==> src/rtl/spi_pkg.sv <==
// Shared constants and state encoding for the SPI memory initiator.
package spi_pkg;

  localparam int FRAME_BITS = 16;
  localparam int ADDR_WIDTH = 7;
  localparam int DATA_WIDTH = 8;

  localparam logic RW_READ = 1'b1;

  // Gray-ordered so every legal transition flips a single bit.
  typedef enum logic [1:0] {
    IDLE  = 2'b00,
    LEAD  = 2'b01,
    SHIFT = 2'b11,
    TRAIL = 2'b10
  } spi_state_e;

endpackage

==> src/rtl/spi_sclk_gen.sv <==
// Half-period timer for the SPI clock; emits rise/fall strobes on the edge
// where sclk changes. Counter and phase are held at zero while en is low.
module spi_sclk_gen #(
  parameter int CLK_DIV = 4
) (
  input  logic clk,
  input  logic rst_n,
  input  logic en,
  output logic rise_tick,
  output logic fall_tick,
  output logic sclk
);

  localparam int CW = $clog2(CLK_DIV + 1);

  logic [CW-1:0] cnt;
  logic          wrap;

  assign wrap      = en && (cnt == CW'(CLK_DIV - 1));
  assign rise_tick = wrap && !sclk;
  assign fall_tick = wrap && sclk;

  always_ff @(posedge clk or negedge rst_n) begin
    if (!rst_n) begin
      cnt  <= '0;
      sclk <= 1'b0;
    end else if (!en) begin
      cnt  <= '0;
      sclk <= 1'b0;
    end else if (wrap) begin
      cnt  <= '0;
      sclk <= ~sclk;
    end else begin
      cnt <= cnt + 1'b1;
    end
  end

endmodule

==> src/rtl/spi_master.sv <==
// SPI mode-0 initiator: one {addr, rw, data} frame per start, MSB first.
// state | meaning
// IDLE  | cs_n high, waiting for start
// LEAD  | cs_n low, one half-period before the first sclk rise
// SHIFT | 16 sclk periods; sample miso on rise, advance mosi on fall
// TRAIL | sclk low, cs_n held low for one half-period, then done
module spi_master
  import spi_pkg::*;
#(
  parameter int CLK_DIV    = 4,
  parameter int ADDR_WIDTH = spi_pkg::ADDR_WIDTH,
  parameter int DATA_WIDTH = spi_pkg::DATA_WIDTH
) (
  input  logic                  clk,
  input  logic                  rst_n,
  input  logic                  start,
  input  logic [ADDR_WIDTH-1:0] addr,
  input  logic                  rw,
  input  logic [DATA_WIDTH-1:0] wdata,
  output logic                  busy,
  output logic                  done,
  output logic [DATA_WIDTH-1:0] rdata,
  output logic                  sclk,
  output logic                  cs_n,
  output logic                  mosi,
  input  logic                  miso
);

  localparam int FW = ADDR_WIDTH + 1 + DATA_WIDTH;

  localparam logic [1:0] ST_IDLE  = IDLE;
  localparam logic [1:0] ST_LEAD  = LEAD;
  localparam logic [1:0] ST_SHIFT = SHIFT;
  localparam logic [1:0] ST_TRAIL = TRAIL;

  logic [1:0]            state;
  logic [FW-1:0]         frame_in;
  logic [FW-2:0]         tx;
  logic [DATA_WIDTH-1:0] rx;
  logic [4:0]            bit_cnt;
  logic                  rw_q;
  logic                  rise_tick;
  logic                  fall_tick;
  logic                  gen_sclk;

  spi_sclk_gen #(
    .CLK_DIV(CLK_DIV)
  ) u_sclk_gen (
    .clk      (clk),
    .rst_n    (rst_n),
    .en       (state != ST_IDLE),
    .rise_tick(rise_tick),
    .fall_tick(fall_tick),
    .sclk     (gen_sclk)
  );

  // The generator keeps running through TRAIL to time it; only SHIFT shows sclk.
  assign sclk = gen_sclk && (state == ST_SHIFT);

  always_comb begin
    frame_in = {addr, rw, wdata};
    if (rw == RW_READ) frame_in[DATA_WIDTH-1:0] = '0;
  end

  always_ff @(posedge clk or negedge rst_n) begin
    if (!rst_n) begin
      state   <= ST_IDLE;
      tx      <= '0;
      rx      <= '0;
      bit_cnt <= '0;
      rw_q    <= 1'b0;
      cs_n    <= 1'b1;
      mosi    <= 1'b0;
      busy    <= 1'b0;
      done    <= 1'b0;
      rdata   <= '0;
    end else begin
      done <= 1'b0;
      case (state)
        ST_IDLE: begin
          if (start) begin
            tx      <= frame_in[FW-2:0];
            mosi    <= frame_in[FW-1];
            rw_q    <= rw;
            bit_cnt <= '0;
            cs_n    <= 1'b0;
            busy    <= 1'b1;
            state   <= ST_LEAD;
          end
        end
        ST_LEAD: begin
          if (rise_tick) begin
            rx      <= {rx[DATA_WIDTH-2:0], miso};
            bit_cnt <= bit_cnt + 5'd1;
            state   <= ST_SHIFT;
          end
        end
        ST_SHIFT: begin
          if (rise_tick) begin
            rx      <= {rx[DATA_WIDTH-2:0], miso};
            bit_cnt <= bit_cnt + 5'd1;
          end else if (fall_tick) begin
            if (bit_cnt == 5'(FW)) begin
              mosi  <= 1'b0;
              state <= ST_TRAIL;
            end else begin
              mosi <= tx[FW-2];
              tx   <= {tx[FW-3:0], 1'b0};
            end
          end
        end
        ST_TRAIL: begin
          if (rise_tick) begin
            cs_n  <= 1'b1;
            busy  <= 1'b0;
            done  <= 1'b1;
            if (rw_q == RW_READ) rdata <= rx;
            state <= ST_IDLE;
          end
        end
        default: state <= ST_IDLE;
      endcase
    end
  end

endmodule

==> config.mk <==
export PLATFORM = sky130hd
export DESIGN_NAME = spi_master
export DESIGN_NICKNAME = d
export VERILOG_FILES = /design/src/rtl/spi_pkg.sv /design/src/rtl/spi_sclk_gen.sv /design/src/rtl/spi_master.sv
export SDC_FILE = /design/constraint.sdc
export NUM_CORES = 1
export LEC_CHECK = 0
export ABC_AREA = 1
export CAP_MARGIN = 30
export CORE_UTILIZATION = 54
export DETAILED_ROUTE_END_ITERATION = 12
export GPL_TIMING_DRIVEN = 0
export PLACE_DENSITY = 0.86
export RECOVER_POWER = 25
export SLEW_MARGIN = 5
export SYNTH_ARGS = -nofsm -noshare
export SYNTH_HDL_FRONTEND = slang
export SYNTH_SLANG_ARGS = --single-unit
export TNS_END_PERCENT = 5
==> constraint.sdc <==
create_clock -name clk -period 1.85 [get_ports clk]
set_input_delay 0.4625 -clock clk [delete_from_list [all_inputs] [get_ports clk]]
set_output_delay 0.4625 -clock clk [all_outputs]
set_load 0.03 [all_outputs]
# After elaboration in Yosys (flattened, before gate mapping)
# Cells that the tools add are included.
# classes
addsub	2
eq_ne	14
mux	33
bitwise_logic	1
reduce_logical	19
# ops
op	n
2-to-1 mux 15 bit	4
one-hot mux 15 bit (2 select lines)	1
!= test 2 bit (second input constant)	7
2-to-1 mux 1 bit	12
2-to-1 mux 2 bit	6
2-to-1 mux 5 bit	2
one-hot mux 5 bit (2 select lines)	1
AND reduction 3 bit	3
2-to-1 mux 8 bit	1
one-hot mux 2 bit (4 select lines)	1
nonzero test 2 bit	4
2-to-1 mux 3 bit	2
one-hot mux 1 bit (2 select lines)	3
AND reduction 6 bit	1
adder 5 x 1 -> 5 bit (second input constant)	1
== test 5 bit (second input constant)	1
AND reduction 5 bit	1
== test 2 bit (second input constant)	2
logical AND 1 bit	4
!= test 2 x 1 -> 1 bit (second input constant)	2
AND reduction 2 bit	2
AND reduction 4 bit	1
adder 3 x 1 -> 3 bit (second input constant)	1
== test 3 x 2 -> 1 bit (second input constant)	1
5 further kinds	5
# word_totals
ff_bits	47
output_inout_bits	13
wordCells	81

# Logic depth before layout (Yosys ltp)
# Gate-level depths: netlist of the first run.
# logic_depth
word_depth	6
mapped_depth	11

# Modules after synthesis
# Synthesis of the first run repeated with hierarchy kept, for this count alone.
# unflattened
hier_cells	276
hier_area_um2	2215.9
# by_module_without_submodules
mod	n_inst	cells_per_inst	area_per_inst_um2	seq_area_each_um2
spi_master	1	256	2039.5	1077.3
spi_sclk_gen	1	20	176.4	100.1

# Worst setup path before layout of the first run
# OpenSTA, ideal clock, no wires.
# synth_timing
kind	register -> output
start	reg state[0]
end	out sclk
arrival_time_ps	1050
setup_slack_ps	338
path_stages_with_launch	3
path_cell_list	dfrtp_1 -> nand2_4 -> nor2_1
# synth_via
elab_chain_cells	2
# synth_rtl
element	line_no	source
start, declared	spi_master.sv:36	logic [1:0] state;
start signal, assigned	spi_master.sv:67	state <= ST_IDLE;
start signal, assigned	spi_master.sv:88	state <= ST_LEAD;
start signal, assigned	spi_master.sv:95	state <= ST_SHIFT;
== test 2 bit	spi_master.sv:58	assign sclk = gen_sclk && (state == ST_SHIFT);
logical AND 1 bit	spi_master.sv:58	
end, declared	spi_master.sv:23	output logic sclk,
# No other way between the ends.

# Final worst setup path of the first run
# layout_timing
start	reg rdata[1]
end	out rdata[1]
# layout_rtl
element	line_no	source
start, declared	spi_master.sv:22	output logic [DATA_WIDTH-1:0] rdata,
start signal, assigned	spi_master.sv:117	if (rw_q == RW_READ) rdata <= rx;
# No word-level cell between the ends.

==> results of run 1 <==
[state kept, by name (all words and copies together) (netlist names)]
signal	count
tx	15
rdata	8
rx	8
bit_cnt	5
u_sclk_gen.cnt	3
state	2
busy	1
cs_n	1
done	1
mosi	1
rw_q	1
u_sclk_gen.sclk	1
[where the power goes]
group	switching (mW)	internal (mW)	total (mW)
clock network	0.356	0.395	0.751
registers	0.00493	1.03	1.04
logic	0.0328	0.0408	0.0736
[final cells by class]
| class | instances | area (µm²) | area share, % |
|---|---|---|---|
| clock buffers | 5 | 68.8 | 2.46 |
| multi-input cells | 217 | 962 | 34.4 |
| flip-flops and latches | 47 | 1180 | 42.1 |
| clock inverters | 2 | 37.5 | 1.34 |
| plain buffers | 9 | 60.1 | 2.14 |
| well taps | 50 | 62.6 | 2.23 |
| inverters | 21 | 80.1 | 2.86 |
| repair buffers | 35 | 349 | 12.5 |
[cells by family (layout without fill, tap and decap cells)]
logic type / count (synthesis) / count (layout) / share of synthesized area, %
fa+ha+maj: 3 / 3 / 1.65
compound gates: 9 / 9 / 1.98
buf+inv: 30 / 72 / 6.15
simple gates: 205 / 205 / 38.6
flops: 47 / 47 / 51.6
[placed cells by master (no fill, tap or decap), types with 4 or more instances in the layout]
cell type / netlist / final
dfrtp_1: 46 / 44
o21ai_0: 6 / 6
buf_4: 2 / 4
clkdlybuf4s50_1: 0 / 29
clkbuf_8: 0 / 5
nor2_1: 13 / 13
nand3_1: 44 / 44
nand2_1: 137 / 137
inv_1: 17 / 17
[layer usage]
layer	global-route usage, %	vias up	routed length [µm]
met5	0	-	0
met4	8.78	0	80
met1	29.6	890	2010
met2	39.0	55	2250
li1	-	1005	-
met3	5.65	8	196
[worst max-delay path by stage]
stage | end | depth (start not counted) | slack [ns]
2_1_floorplan | sclk | 2 | 0.34
3_3_place_gp | rdata[0] | 1 | -0.97
3_5_place_dp | sclk | 3 | -0.10
4_1_cts | sclk | 3 | 0.04
5_1_grt | rdata[1] | 1 | 0.003
6_report | rdata[1] | 1 | 0.06
[timing repair]
item                                    in CTS  in global routing
endpoints found under the setup margin       2                  1
buffers inserted                             0                  2
gates resized for setup                      6                  0
[per-stage QoR]
stage	utilization, %	TNS, ns	instance area (µm²)	power (mW)
after floorplan	-	0	2280	1.07
final	69.5	0	2800	1.86
after CTS	69.2	0	2790	1.87
after detailed placement	66.5	-0.103	2680	1.13
after global placement	66.1	-44.91	2660	1.13
after global routing	69.5	0	2800	1.91
==> results.sh, run 1 <==
export IMPL_yosysMostFrequentCell="nand2_1"
export IMPL_vias=1958
export IMPL_synth_nets=317
export IMPL_slowest_stage="clkdlybuf4s50_1"
export IMPL_clock_sinks=47
export IMPL_power_density_mw_per_mm2=665
export IMPL_cts_tree="done"
export IMPL_drt_wl_total_um=4530
export IMPL_maxSlewViolCount=0
export IMPL_grt_setup_unrepaired="false"
export IMPL_status="complete, no violations"
export IMPL_worstMarginPinSlew_ns=1.01
export IMPL_synthCells=294
export IMPL_die_y_um=67.0
export IMPL_core_mm2=0.00403
export IMPL_post_place_ws_ns=-0.103
export IMPL_clockBufferDepth=2
export IMPL_final_hold_viol_count=0
export IMPL_nNetsFinal=359
export IMPL_htree_levels=2
export IMPL_period_share_pct=96.7
export IMPL_fin_ws_ns=0.0613
export IMPL_rows=23
export IMPL_async_flop_share_pct=100
export IMPL_grt_max_degree=30
export IMPL_ys_flop_type="dfrtp_1"
export IMPL_grt_pass1_vias=1758
export IMPL_fmaxAchievable_ghz=0.559
export IMPL_critical_path_class="register to output port"
export IMPL_synth_edf_count=0
export IMPL_clk_insertion_delay_late_ns=0.31
export IMPL_rr_worst_depth=8
export IMPL_grt_pass1_wl_um=7780
export IMPL_reg2reg_slack_ns=0.22
export IMPL_vias_per_cell=5.07
export IMPL_grt_overflow=0
export IMPL_yosysTopAreaCell="dfrtp_1"
export IMPL_yosys_warnings=0
export IMPL_diodes=0
export IMPL_synth_top_area_share_pct=50.5
export IMPL_root_buffer="clkbuf_8"
export IMPL_dp_cells=377
export IMPL_avgSynthCellArea_um2=7.75
export IMPL_maxCapViolCount=0
export IMPL_initial_core_util_pct=56.6
export IMPL_finClkSkew_ns=0.00667
export IMPL_holdWs_ns=0.299
export IMPL_drive_gt1_share_pct=9.23
export IMPL_worstPathRequired_ns=1.39
export IMPL_io_pins=33
export IMPL_critPathLaunchType="register"
export IMPL_dp_hpwl_um=3220
export IMPL_relSlewSlack_pct=32.4
export IMPL_worstReg2RegStart="state[0]"
export IMPL_crit_chain="clkdlybuf4s50_1"
export IMPL_synth_area_mm2=0.00228
export IMPL_fp_dieArea_mm2=0.00449
export IMPL_vdd_drop_max_uv=467
export IMPL_portBuffers=32
export IMPL_crit_path_max_fanout=2
export IMPL_wl_per_cell_um=11.7
export IMPL_grt_use_total_pct=23.6
export IMPL_drc=0
export IMPL_cp_num_buf_inv=1
export IMPL_die_width_um=67.0
export IMPL_postCtsHoldBufs=0
export IMPL_synth_seq_area_share_pct=51.6
export IMPL_hp_class="primary input to async pin"
export IMPL_final_cells=386
export IMPL_crit_arrival_ns=1.33
export IMPL_finalCriticalPeriod_ns=1.79
export IMPL_ys_seq_elements=47
export IMPL_crit_family="buffers and inverters"
export IMPL_cts_buffers=5
export IMPL_r2r_end="tx[10]"
export IMPL_worst_setup_path_end_kind="output port"
export IMPL_antenna_left=0
export IMPL_leakagePower_nw=1.49
export IMPL_synth_area_leaders="dfrtp_1 50%, nand2_1 23%, nand3_1 9.7%"
export IMPL_gp_congestion=0.877
export IMPL_fillCellCount=335
export IMPL_area_growth_pct=22.8
export IMPL_setup_violations_final=0
export IMPL_antenna_found_initial=0
export IMPL_synth_commonest_cells="137 x nand2_1, 46 x dfrtp_1, 44 x nand3_1"
export IMPL_drt_pass1_iter_count=4
export IMPL_slowest_delay_ns=0.67
export IMPL_clkTransAtPathRegs_ns=0.09
export IMPL_drt_iter0_drc=164
export IMPL_startpoint="rdata[1]"
export IMPL_ys_types=24
No activity file was read; power rests on OpenSTA's default activity.
==> run 2, diff against run 1 <==
Settings changed: CORE_UTILIZATION 54 to 56, CTS_BUF_LIST from default to sky130_fd_sc_hd__clkbuf_2, PLACE_DENSITY 0.86 to 0.89.
==> results.sh, run 2 (synthesized netlist as in run 1, its figures left out) <==
export IMPL_holdCritStartpoint="u_sclk_gen.cnt[0]"
export IMPL_switchingPower_mw=0.367
export IMPL_grt_pass1_wl_um=8290
export IMPL_maxCapViolCount=0
export IMPL_clock_sinks=47
export IMPL_multi_input_area_um2=965
export IMPL_worst_setup_path_end_kind="output port"
export IMPL_crit_arrival_ns=1.30
export IMPL_finClkSkew_ns=0.0236
export IMPL_die_width_um=65.8
export IMPL_vias=1975
export IMPL_drive_gt1_share_pct=9.47
export IMPL_vias_per_cell=5.12
export IMPL_reg_top3="tx: 15 flops, rdata: 8 flops, rx: 8 flops"
export IMPL_internal_power_mw=1.30
export IMPL_initial_core_util_pct=60.5
export IMPL_p_seq_share_pct=62.4
export IMPL_crit_path_max_fanout=6
export IMPL_finalCriticalPeriod_ns=1.77
export IMPL_grt_max_degree=28
export IMPL_final_hold_viol_count=0
export IMPL_grt_setup_unrepaired="false"
export IMPL_die_y_um=65.8
export IMPL_startpoint="u_sclk_gen.sclk"
export IMPL_clk_insertion_delay_late_ns=0.43
export IMPL_clockBufferDepth=2
export IMPL_leakagePower_nw=1.53
export IMPL_core_mm2=0.00377
export IMPL_largest_reg_flops=15
export IMPL_worstPathRequired_ns=1.39
export IMPL_critical_path_class="register to output port"
export IMPL_antenna_found_initial=0
export IMPL_drt_wl_total_um=4610
export IMPL_wl_per_cell_um=12.0
export IMPL_grt_use_total_pct=25.7
export IMPL_io_pins=33
export IMPL_drt_pass1_iter_count=5
export IMPL_fp_dieArea_mm2=0.00433
export IMPL_fillCellCount=287
export IMPL_final_area_mm2=0.00274
export IMPL_grt_busiest_layer="met2"
export IMPL_status="complete, no violations"
export IMPL_htree_levels=2
export IMPL_portBuffers=32
export IMPL_relSlewSlack_pct=22.4
export IMPL_placed_area_mm2=0.00268
export IMPL_drc=0
export IMPL_mostFrequentLayoutCell="nand2_1"
export IMPL_vdd_drop_max_uv=538
export IMPL_maxSlewViolCount=0
export IMPL_use_met2_pct=41.8
export IMPL_power_density_mw_per_mm2=608
export IMPL_finish_utilization_pct=72.7
export IMPL_nNetsFinal=360
export IMPL_setup_violations_final=0
export IMPL_seq_area_mm2=0.00118
export IMPL_critPathLaunchType="register"
export IMPL_layout_common_cells="137 x nand2_1, 44 x nand3_1, 44 x dfrtp_1"
export IMPL_grt_overflow=0
export IMPL_period_share_pct=95.5
export IMPL_area_growth_pct=20.3
export IMPL_clkTransAtPathRegs_ns=0.22
export IMPL_cts_buffers=5
export IMPL_gp_congestion=0.881
export IMPL_diodes=0
export IMPL_pwr_share_clk_pct=33.1
export IMPL_antenna_left=0
export IMPL_worstReg2RegStart="state[0]"
export IMPL_drt_iter0_drc=207
export IMPL_worstMarginPinSlew_ns=1.16
export IMPL_pwr_share_comb_pct=4.5
export IMPL_root_buffer="clkbuf_2"
export IMPL_setup_tns_final_ns=0
export IMPL_fmaxAchievable_ghz=0.566
export IMPL_dp_hpwl_um=3270
export IMPL_holdWs_ns=0.447
export IMPL_power_total_mw=1.67
export IMPL_p_sw_share_pct=22.0
export IMPL_cts_tree="done"
export IMPL_rows=22
export IMPL_use_met3_pct=5.86
export IMPL_regMostFlops="tx"
export IMPL_hp_class="register to register"
export IMPL_met1_usage_pct=33.3
export IMPL_grt_pass1_vias=1912
-- run 2: cell count changes in the layout (fill, tap and decap cells not counted), sizes merged --
cell	previous run	this run
clkinvlp	1	0
dlygate4sd3	0	1
buf	10	9
clkdlybuf4s50	29	18
dlygate4sd2	1	11
clkdlybuf4s15	1	0
clkinv	3	5
clkbuf	8	11
-- run 2: layout make-up --
type | instances | area share (%)
clock inverter | 3 | 1.41
timing repair buffer | 36 | 12.2
multi-input combinational | 217 | 35.2
clock buffer | 5 | 0.912
tap | 48 | 2.19
buffer | 9 | 2.19
inverter | 21 | 2.92
sequential | 47 | 43.0
-- run 2: worst max-delay path, cell delays in order (launching register included) --
cell	delay [ns]
dfrtp_1	0.43
inv_1	0.19
nor2_2	0.08
clkbuf_4	0.18
-- run 2: what timing repair did --
item | 4_1_cts | 5_1_grt
setup buffers | 1 | 1
hold buffers | 1 | 0
endpoints found under the hold margin | 20 | 0
gates resized for setup | 20 | 3
setup endpoints to repair | 13 | 2
cloned | 0 | 0
-- run 2: per-stage QoR --
| step | setup WS [ns] | instances |
|---|---|---|
| finish | 0.0828 | 386 |
| global route | 0.00452 | 386 |
| CTS | 0.00995 | 385 |
| detailed placement | -0.110 | 375 |
| global placement | -0.938 | 374 |
| floorplan | 0.338 | 294 |
-- run 2: metal layers --
layer	vias to the layer above	wire length, µm	part of all wire, %
li1	1013	-	-
met1	899	2080	45
met2	58	2180	47
met3	5	296	6.4
met4	0	59	1.3
met5	-	0	0
-- run 2: final timing paths --
| path | endpoint | slack, ns | cells after the start |
|---|---|---|---|
| worst max-delay path | sclk | 0.08 | 3 |
| worst min-delay path | u_sclk_gen.cnt[0] | 0.45 | 1 |
| worst max register to register | tx[12] | 0.16 | 8 |
| worst min register to register | u_sclk_gen.cnt[0] | 0.45 | 1 |
| max in group asynchronous | cs_n | 0.32 | 3 |
| min in group asynchronous | tx[4] | 0.74 | 2 |
-- run 2: power groups by stage --
stage	combinational [mW]	sequential, mW	clock [mW]
2_1_floorplan	0.00843	1.06	0
3_3_place_gp	0.0709	1.06	0
3_5_place_dp	0.0755	1.06	0
4_1_cts	0.0775	1.04	0.553
5_1_grt	0.0847	1.04	0.587
6_report	0.0753	1.04	0.551
==> run 3, diff against run 2 <==
Settings changed: SYNTH_HIERARCHICAL from default to 1.
==> results.sh, run 3 <==
export IMPL_antenna_found_initial=0
export IMPL_violations="setup timing"
export IMPL_status="complete, but fails checks"
export IMPL_r2r_end="tx[5]"
export IMPL_crit_arrival_ns=1.41
export IMPL_synth_seq_area_share_pct=53.1
export IMPL_grt_max_degree=34
export IMPL_area_growth_pct=22.1
export IMPL_ys_types=20
export IMPL_reg2reg_slack_ns=0.10
export IMPL_synth_nets=299
export IMPL_leakagePower_nw=1.47
export IMPL_regMostFlops="tx"
export IMPL_fp_dieArea_mm2=0.00421
export IMPL_synth_commonest_cells="112 x nand2_1, 46 x dfrtp_1, 29 x nand3_1"
export IMPL_synth_area_mm2=0.00222
export IMPL_diodes=0
export IMPL_holdWs_ns=0.448
export IMPL_drt_wl_total_um=4620
export IMPL_yosysTopAreaCell="dfrtp_1"
export IMPL_worstPathRequired_ns=1.39
export IMPL_vias=1930
export IMPL_maxCapViolCount=0
export IMPL_clockBufferDepth=2
export IMPL_die_width_um=64.9
export IMPL_rr_worst_depth=13
export IMPL_hp_class="register to register"
export IMPL_mostFrequentLayoutCell="nand2_1"
export IMPL_worstHoldEndpoint="u_sclk_gen/cnt[0]"
export IMPL_grt_overflow=0
export IMPL_grt_use_total_pct=24.7
export IMPL_htree_levels=2
export IMPL_drive_gt1_share_pct=13.0
export IMPL_core_mm2=0.00372
export IMPL_slowest_stage="dfrtp_2"
export IMPL_critPathLaunchType="register"
export IMPL_dp_cells=357
export IMPL_holdCritStartpoint="u_sclk_gen/cnt[0]"
export IMPL_largest_reg_flops=15
export IMPL_portBuffers=32
export IMPL_grt_pass1_wl_um=7850
export IMPL_crit_family="flip-flops"
export IMPL_maxSlewViolCount=0
export IMPL_finClkSkew_ns=0.0209
export IMPL_initial_core_util_pct=59.6
export IMPL_worstMarginPinSlew_ns=0.805
export IMPL_power_density_mw_per_mm2=567
export IMPL_setup_violations_final=1
export IMPL_drt_iter0_drc=163
export IMPL_relSlewSlack_pct=46.3
export IMPL_clk_insertion_delay_late_ns=0.44
export IMPL_cts_tree="done"
export IMPL_final_hold_viol_count=0
export IMPL_finalCriticalPeriod_ns=1.87
export IMPL_io_pins=33
export IMPL_grt_pass1_vias=1816
export IMPL_power_total_mw=1.53
export IMPL_yosysMostFrequentCell="nand2_1"
export IMPL_holdPathStages=1
export IMPL_wl_per_cell_um=12.5
export IMPL_synth_area_leaders="dfrtp_1 52%, nand2_1 19%, nand3_1 6.5%"
export IMPL_synth_top_area_share_pct=51.9
export IMPL_synthCells=276
export IMPL_reg_top3="tx: 15 flops, rdata: 8 flops, rx: 8 flops"
export IMPL_layout_common_cells="109 x nand2_1, 44 x dfrtp_1, 29 x nand3_1"
export IMPL_root_buffer="clkbuf_2"
export IMPL_vdd_drop_max_uv=472
export IMPL_period_share_pct=101
export IMPL_fmaxAchievable_ghz=0.535
export IMPL_fin_ws_ns=-0.0202
export IMPL_dp_hpwl_um=3280
export IMPL_drc=0
export IMPL_async_flop_share_pct=100
export IMPL_cp_num_buf_inv=1
export IMPL_die_y_um=64.9
export IMPL_gp_congestion=0.794
export IMPL_ys_flop_type="dfrtp_1"
export IMPL_crit_chain="nand2_4, nor2_1, buf_4"
export IMPL_rows=22
export IMPL_synth_edf_count=0
export IMPL_critical_path_class="register to output port"
export IMPL_slowest_delay_ns=0.49
export IMPL_final_cells=370
export IMPL_drt_pass1_iter_count=4
export IMPL_grt_setup_unrepaired="true"
export IMPL_worstReg2RegStart="state[0]"
export IMPL_avgSynthCellArea_um2=8.03
export IMPL_clkTransAtPathRegs_ns=0.23
export IMPL_crit_path_max_fanout=16
export IMPL_nNetsFinal=344
export IMPL_vias_per_cell=5.22
export IMPL_yosys_warnings=6
export IMPL_worst_setup_path_end_kind="output port"
export IMPL_antenna_left=0
export IMPL_ys_seq_elements=47
export IMPL_cts_buffers=5
export IMPL_clock_sinks=47
==> run 3: final cells by class <==
type / instances / area, µm²
multi-input cells: 193 / 898
repair buffers: 39 / 354
clock inverters: 1 / 5.00
well taps: 48 / 60.1
inverters: 28 / 113
clock buffers: 7 / 35.0
fillers: 262 / 1010
plain buffers: 7 / 61.3
flip-flops and latches: 47 / 1180
==> run 3: timing repair <==
action                                  in CTS  in global routing
pin swaps                                    1                  4
resized for setup                           29                 12
endpoints found under the hold margin       14                  0
buffers inserted                             2                  3
endpoints found under the setup margin      47                 33
hold buffers                                 1                  0
==> run 3: logic make-up (layout without fill, tap and decap cells) <==
family                     count (synthesis)  count (layout)  share of synthesized area [%]
muxes                                      1               1                          0.452
and+or+nand+nor                          167             167                           32.3
buffers and inverters                     36              82                           7.34
adders and majority gates                  3               3                           1.69
AOI/OAI and AO/OA                         22              22                           5.08
DFF                                       47              47                           53.1
==> run 3: how the worst max path moves through the flow <==
stage / startpoint / to / slack, ns / depth (start not counted)
global route: state[0] / sclk / -0.11 / 3
detailed placement: state[0] / sclk / -0.40 / 4
global placement: rst_n / tx[9] / -0.91 / 1
finish: state[0] / sclk / -0.02 / 3
CTS: state[0] / sclk / -0.03 / 3
floorplan: state[0] / tx[8] / 0.04 / 13
==> run 3: worst register-to-register path, stage by stage (launching register included) <==
cell and delay (ns):
dfrtp_2 0.51, nor2_4 0.16, inv_4 0.07, nand4_1 0.12, inv_2 0.08, inv_2 0.09
nand2_1 0.07, nand2_2 0.09, nand2_4 0.07, inv_6 0.08, nand2_4 0.08, buf_8 0.15
nand2_1 0.06, nand2_1 0.05
==> run 3: metal layers <==
metal	up-vias	GRT usage [%]	wire (µm)
met3	7	5.81	196
met1	917	30.7	2020
li1	950	-	-
met2	56	42.8	2330
met4	0	6.67	71
met5	-	0	0
==> run 3: per-stage QoR <==
step	area [µm²]	setup TNS, ns	worst slack [ns]	util (%)
final	2710	-0.0202	-0.0202	72.8
after global routing	2710	-0.172	-0.108	72.8
after floorplan	2220	0	0.0413	-
after global placement	2600	-46.67	-0.914	69.9
after CTS	2670	-0.0300	-0.0300	71.9
after detailed placement	2610	-6.36	-0.400	70.3
==> run 3: report_power, final <==
| part | internal (mW) | switching (mW) |
|---|---|---|
| clock network | 0.103 | 0.316 |
| logic | 0.0398 | 0.0359 |
| registers | 1.04 | 0.00342 |
| total | 1.18 | 0.356 |
